### config.mk
export PLATFORM = sky130hd
export DESIGN_NAME = bcd_to_binary_seq_flat
export DESIGN_NICKNAME = d
export VERILOG_FILES = /design/src/rtl/bcd_to_binary_seq_if.sv /design/src/rtl/bcd_to_binary_seq.sv /design/src/flat_wrapper.sv
export SDC_FILE = /design/constraint.sdc
export NUM_CORES = 1
export LEC_CHECK = 0
export CORE_AREA = 2 2 74 76
export CTS_CLUSTER_SIZE = 16
export DETAILED_ROUTE_END_ITERATION = 10
export DIE_AREA = 0 0 76 78
export PLACE_DENSITY = 0.62
export SKIP_CTS_REPAIR_TIMING = 1
export SLEW_MARGIN = 10
export SYNTH_ARGS = -nofsm -noshare
export SYNTH_HDL_FRONTEND = slang
export SYNTH_SLANG_ARGS = --single-unit
### constraint.sdc
create_clock -name clk -period 1.4 [get_ports clk]
set_input_delay 0.21 -clock clk [delete_from_list [all_inputs] [get_ports clk]]
set_output_delay 0.21 -clock clk [all_outputs]
set_load 0.03 [all_outputs]
### src/rtl/bcd_to_binary_seq_if.sv
// Handshake and data bundle between a BCD source and the sequential BCD-to-binary converter.
// Latency: none; this is a plain signal bundle.
// Backpressure: none; the master must watch busy/done, because a start raised while busy is dropped.
interface bcd_to_binary_seq_if #(
  parameter int DIGITS = 3,
  parameter int BIN_W  = 10
);
  logic                  start;
  logic [4*DIGITS-1:0]   bcd_in;
  logic                  busy;
  logic                  done;
  logic                  err;
  logic [BIN_W-1:0]      binary_out;

  // Requester side: drives the request and the BCD operand.
  modport master (
    output start, bcd_in,
    input  busy, done, err, binary_out
  );

  // Converter side: consumes the request and reports the result.
  modport slave (
    input  start, bcd_in,
    output busy, done, err, binary_out
  );
endinterface

### src/rtl/bcd_to_binary_seq.sv
// Sequential BCD-to-binary converter using reverse double-dabble: shift right, then subtract 3 from each digit >= 8.
// Latency: start is accepted at edge N and done pulses in the cycle after edge N+BIN_W+1. Busy stays high for BIN_W cycles.
// Backpressure: start is sampled only in IDLE and is ignored otherwise, with no queueing. Optional check macro: BCD2BIN_CHECK_EN.
//
// Legal parameters need 10**DIGITS-1 < 2**BIN_W. BIN_W also sets the number of shift iterations.
// If BCD2BIN_CHECK_EN is defined, a request with any digit above 9 is aborted. In that case done and err
// pulse together in the cycle right after acceptance, and binary_out keeps its previous value.
module bcd_to_binary_seq #(
  parameter int DIGITS = 3,
  parameter int BIN_W  = 10
) (
  input  logic                 clk,
  input  logic                 reset,
  bcd_to_binary_seq_if.slave   bus
);

  localparam int CNT_W = $clog2(BIN_W + 1);
  localparam int BCD_W = 4 * DIGITS;

  typedef enum logic [1:0] {
    IDLE  = 2'd0,
    SHIFT = 2'd1,
    DONE  = 2'd2
  } state_t;

  state_t             state_q, state_d;
  logic [CNT_W-1:0]   cnt_q, cnt_d;
  logic [BCD_W-1:0]   bcd_q, bcd_d;
  logic [BIN_W-1:0]   acc_q, acc_d;
  logic               done_q, done_d;
  logic               err_q, err_d;
  logic [BIN_W-1:0]   bout_q, bout_d;

  // One reverse double-dabble step on the current {bcd, acc} pair.
  logic [BCD_W+BIN_W-1:0] sh;
  logic [BCD_W-1:0]       adj_bcd;

  // Shift right by one, then correct each digit that came out as 8 or more.
  always_comb begin
    sh      = {bcd_q, acc_q} >> 1;
    adj_bcd = sh[BCD_W+BIN_W-1:BIN_W];
    for (int k = 0; k < DIGITS; k++) begin
      if (adj_bcd[4*k +: 4] >= 4'd8) begin
        adj_bcd[4*k +: 4] = adj_bcd[4*k +: 4] - 4'd3;
      end
    end
  end

  // Invalid-digit detection on the incoming operand. It exists only when checking is compiled in.
  logic bad_digit;
`ifdef BCD2BIN_CHECK_EN
  // Flag any digit above 9 in the operand that is presented at acceptance.
  always_comb begin
    bad_digit = 1'b0;
    for (int k = 0; k < DIGITS; k++) begin
      if (bus.bcd_in[4*k +: 4] > 4'd9) begin
        bad_digit = 1'b1;
      end
    end
  end
`else
  assign bad_digit = 1'b0;
`endif

  // Next-state logic and datapath updates for the IDLE/SHIFT/DONE sequence.
  always_comb begin
    state_d = state_q;
    cnt_d   = cnt_q;
    bcd_d   = bcd_q;
    acc_d   = acc_q;
    done_d  = 1'b0;
    err_d   = 1'b0;
    bout_d  = bout_q;

    case (state_q)
      IDLE: begin
        if (bus.start) begin
          bcd_d = bus.bcd_in;
          acc_d = '0;
          if (bad_digit) begin
            // Abort path: report at once and skip the shift loop entirely.
            state_d = DONE;
            cnt_d   = '0;
            done_d  = 1'b1;
            err_d   = 1'b1;
          end else begin
            state_d = SHIFT;
            cnt_d   = CNT_W'(BIN_W);
          end
        end
      end

      SHIFT: begin
        bcd_d = adj_bcd;
        acc_d = sh[BIN_W-1:0];
        cnt_d = cnt_q - CNT_W'(1);
        if (cnt_q == CNT_W'(1)) begin
          state_d = DONE;
        end
      end

      DONE: begin
        state_d = IDLE;
        // An aborted request has already pulsed done/err. Only a real conversion publishes here.
        if (!err_q) begin
          done_d = 1'b1;
          bout_d = acc_q;
        end
      end

      default: begin
        state_d = IDLE;
      end
    endcase
  end

  // State and datapath registers with synchronous active-high reset.
  always_ff @(posedge clk) begin
    if (reset) begin
      state_q <= IDLE;
      cnt_q   <= '0;
      bcd_q   <= '0;
      acc_q   <= '0;
      done_q  <= 1'b0;
      err_q   <= 1'b0;
      bout_q  <= '0;
    end else begin
      state_q <= state_d;
      cnt_q   <= cnt_d;
      bcd_q   <= bcd_d;
      acc_q   <= acc_d;
      done_q  <= done_d;
      err_q   <= err_d;
      bout_q  <= bout_d;
    end
  end

  assign bus.busy       = (state_q == SHIFT);
  assign bus.done       = done_q;
  assign bus.err        = err_q;
  assign bus.binary_out = bout_q;

endmodule
### src/flat_wrapper.sv
// flat-port wrapper written by rule: the top's interface ports become plain ports
module bcd_to_binary_seq_flat 
#(
  parameter int DIGITS = 3,
  parameter int BIN_W  = 10
)
  (clk, reset, bus_start, bus_bcd_in, bus_busy, bus_done, bus_err, bus_binary_out);
  bcd_to_binary_seq_if #(.DIGITS(DIGITS), .BIN_W(BIN_W)) bus_i ();
  input  logic clk;
  input  logic reset;
  input wire logic [$bits(bus_i.start)-1:0] bus_start;
  input wire logic [$bits(bus_i.bcd_in)-1:0] bus_bcd_in;
  output wire logic [$bits(bus_i.busy)-1:0] bus_busy;
  output wire logic [$bits(bus_i.done)-1:0] bus_done;
  output wire logic [$bits(bus_i.err)-1:0] bus_err;
  output wire logic [$bits(bus_i.binary_out)-1:0] bus_binary_out;
  assign bus_i.start = bus_start;
  assign bus_i.bcd_in = bus_bcd_in;
  assign bus_busy = bus_i.busy;
  assign bus_done = bus_i.done;
  assign bus_err = bus_i.err;
  assign bus_binary_out = bus_i.binary_out;
  bcd_to_binary_seq #(.DIGITS(DIGITS), .BIN_W(BIN_W)) u_core (.clk(clk), .reset(reset), .bus(bus_i));
endmodule
==> flow_summary.ini <==
[pwr]
power.total_uw = 2500
vdd_drop_max_uv = 608
p_leak_uw = 0.00108
powerDensity_nw_per_um2 = 1100

[route]
ant_nets = 0
vias_per_cell = 4.68
wirelength_microns = 3660
first_pass_iters = 4
wl_per_cell_microns = 12.1
num_vias = 1418
drc = 0
drtIter0Drc = 34

[timing]
period_needed_ps = 1370
slew_violations = 0
rsz0062_at_grt = true
period_share_pct = 97.7
hold_viol_final = 0
fin_ws_ps = 32.7
setup_violations = 0
fmax_mhz = 731
finalClockSkew_ps = 4.81

[global_routing]
grt_start_max_net_pins = 18
antenna_found_initial = 0
grt_use_total_pct = 12.9
grt_overflow = 0
grt_first_pass_wirelength_microns = 6220
grt_pass1_vias = 1313

[job]
maxCapViolCount = 0

[logic_synthesis]
synth_top_cell_area_share_pct = 45.5
synth_area_leaders = dfxtp_1, nor2_1, a22o_1
ys.flop_type = dfxtp_1
syn-cell-area_sq_um = 1720
async_reset_ff_share_pct = 0
synth_common_cells = dfxtp_1, nor2_1, nand2_1, a21oi_1, a22o_1
ys_warn_count = 0
ys_ff_latch = 39
synth_edf_count = 0
yosysSeqAreaShare_pct = 45.5
syn_inst = 196
synth_fp_nets = 217
synth_top_area_cell = dfxtp_1
synth_most_common_cell = dfxtp_1
syn_area_per_cell_sq_um = 8.76
synth_cell_types = 34

[critical_path]
arrival_ps = 1160
cp-end-kind = primary output
max_stage_delay_ps = 350
crit_required_ps = 1190
critical_path_class = register to primary output
crit_path_start_kind = register
cp_slowest_cell = dfxtp_1
crit_path_cell_trace = inv_2 -> nor2_4 -> buf_4
path_max_fanout = 11

[clocking]
clockBufferDepth = 2
cts_inserted_buffers = 5
clkTransAtPathRegs_ps = 80
cts_tree = done
cts.sinks = 39
h-tree-depth = 2
root_buffer = clkbuf_8
clk_latency_ps = 290

[status]
status = complete, no violations

[placement]
preCtsSetupSlack_ps = -156
io_buffers = 26
routabilityCongestion = 0.725
dp_hpwl_microns = 2580

[cells_and_area]
diodes = 0
drive_gt1_share_pct = 13.3
fin_nets = 253
area_growth_syn_to_layout_pct = 32.6
fin_util_pct = 45.1

[die]
core_area_sq_um = 5040
start_util_pct = 34.0
dieHeight_microns = 78
io_pins = 28
row_count = 26
die_area_sq_um = 5930
die_x_microns = 76

[min_path]
worst_hold_path_type = register to register
area by class of cell:
type | count | area, sq um
well taps | 70 | 87.6
clock buffers | 5 | 68.8
inverters | 7 | 26.3
fillers | 521 | 2770
repair buffers | 42 | 418
multi-input cells | 137 | 851
flip-flops and latches | 39 | 781
clock inverters | 3 | 43.8
logic make-up (layout without fill, tap and decap cells):
logic type               Yosys count  in the layout  share of synthesized area [%]
AND/OR/NAND/NOR                   72             72                           19.1
AO/OA/AOI/OAI                     48             48                           19.5
flip-flops                        39             39                           45.5
buffers and inverters             20             57                           5.68
adder cells (fa/ha/maj)            6              6                           4.37
multiplexers                       6              6                           3.57
XOR/XNOR                           4              4                           2.04
other                              1              1                          0.218
through the flow:
stage | area, sq um | hold WS (ps) | setup TNS, ps | std cells
finish | 2280 | 452 | 0 | 303
global route | 2280 | 470 | -78.5 | 303
global placement | 2120 | 443 | -1070 | 295
detailed placement | 2120 | 447 | -1730 | 295
floorplan | 1720 | 402 | 0 | 196
CTS | 2240 | 458 | -1560 | 303
metal layers:
layer / vias up / track usage, % / part of all wire, %
met3: 2 / 2.91 / 3.5
met2: 32 / 21.4 / 46
met5: - / 0 / 0
li1: 747 / - / -
met4: 0 / 3.82 / 0.52
met1: 637 / 16.7 / 50
path summary, 6_finish.rpt:
check | endpoint | start | cells past startpoint | slack (ps)
worst max-delay path | bus_busy | u_core.state_q[0] | 3 | 30
worst min register to register | u_core.bus.binary_out[1] | u_core.bus.binary_out[1] | 2 | 450
worst min-delay path | u_core.bus.binary_out[1] | u_core.bus.binary_out[1] | 2 | 450
worst max register to register | u_core.cnt_q[2] | u_core.state_q[0] | 5 | 50
where the power goes:
group / internal (uW) / total [uW] / leakage, uW / switching, uW
Combinational: 179 / 350 / 0.000700 / 171
Sequential: 1160 / 1210 / 0.000318 / 49.8
Clock: 531 / 940 / 0.0000581 / 409
flip-flops by register name (all words and copies together), names as in the netlist:
register,count
u_core.bus.done,1
u_core.acc_q,10
u_core.state_q,2
u_core.bcd_q,12
u_core.bus.binary_out,10
u_core.cnt_q,4
worst max-delay path, delay by kind of cell, from the launching register on:
family                 cells  cell delay, ps
buffers and inverters      2             280
DFF                        1             350
and+or+nand+nor            1             240
cells in the final DEF (no fill, tap or decap), types with 5 or more instances in the layout:
cell	Yosys	layout
dfxtp_1	39	39
clkbuf_8	0	5
ha_1	6	6
a22o_1	10	10
a211oi_1	5	5
a2bb2oi_1	5	5
nor2_1	25	24
a21oi_1	15	15
dlymetal6s2s_1	0	11
mux2i_1	5	5
buf_4	4	16
nand2_1	21	21
nor2b_1	6	6
clkdlybuf4s50_1	0	14
nor3_1	9	9
inv_1	6	6
a22oi_1	5	5
Note: power is estimated with default switching activity, not from simulation.
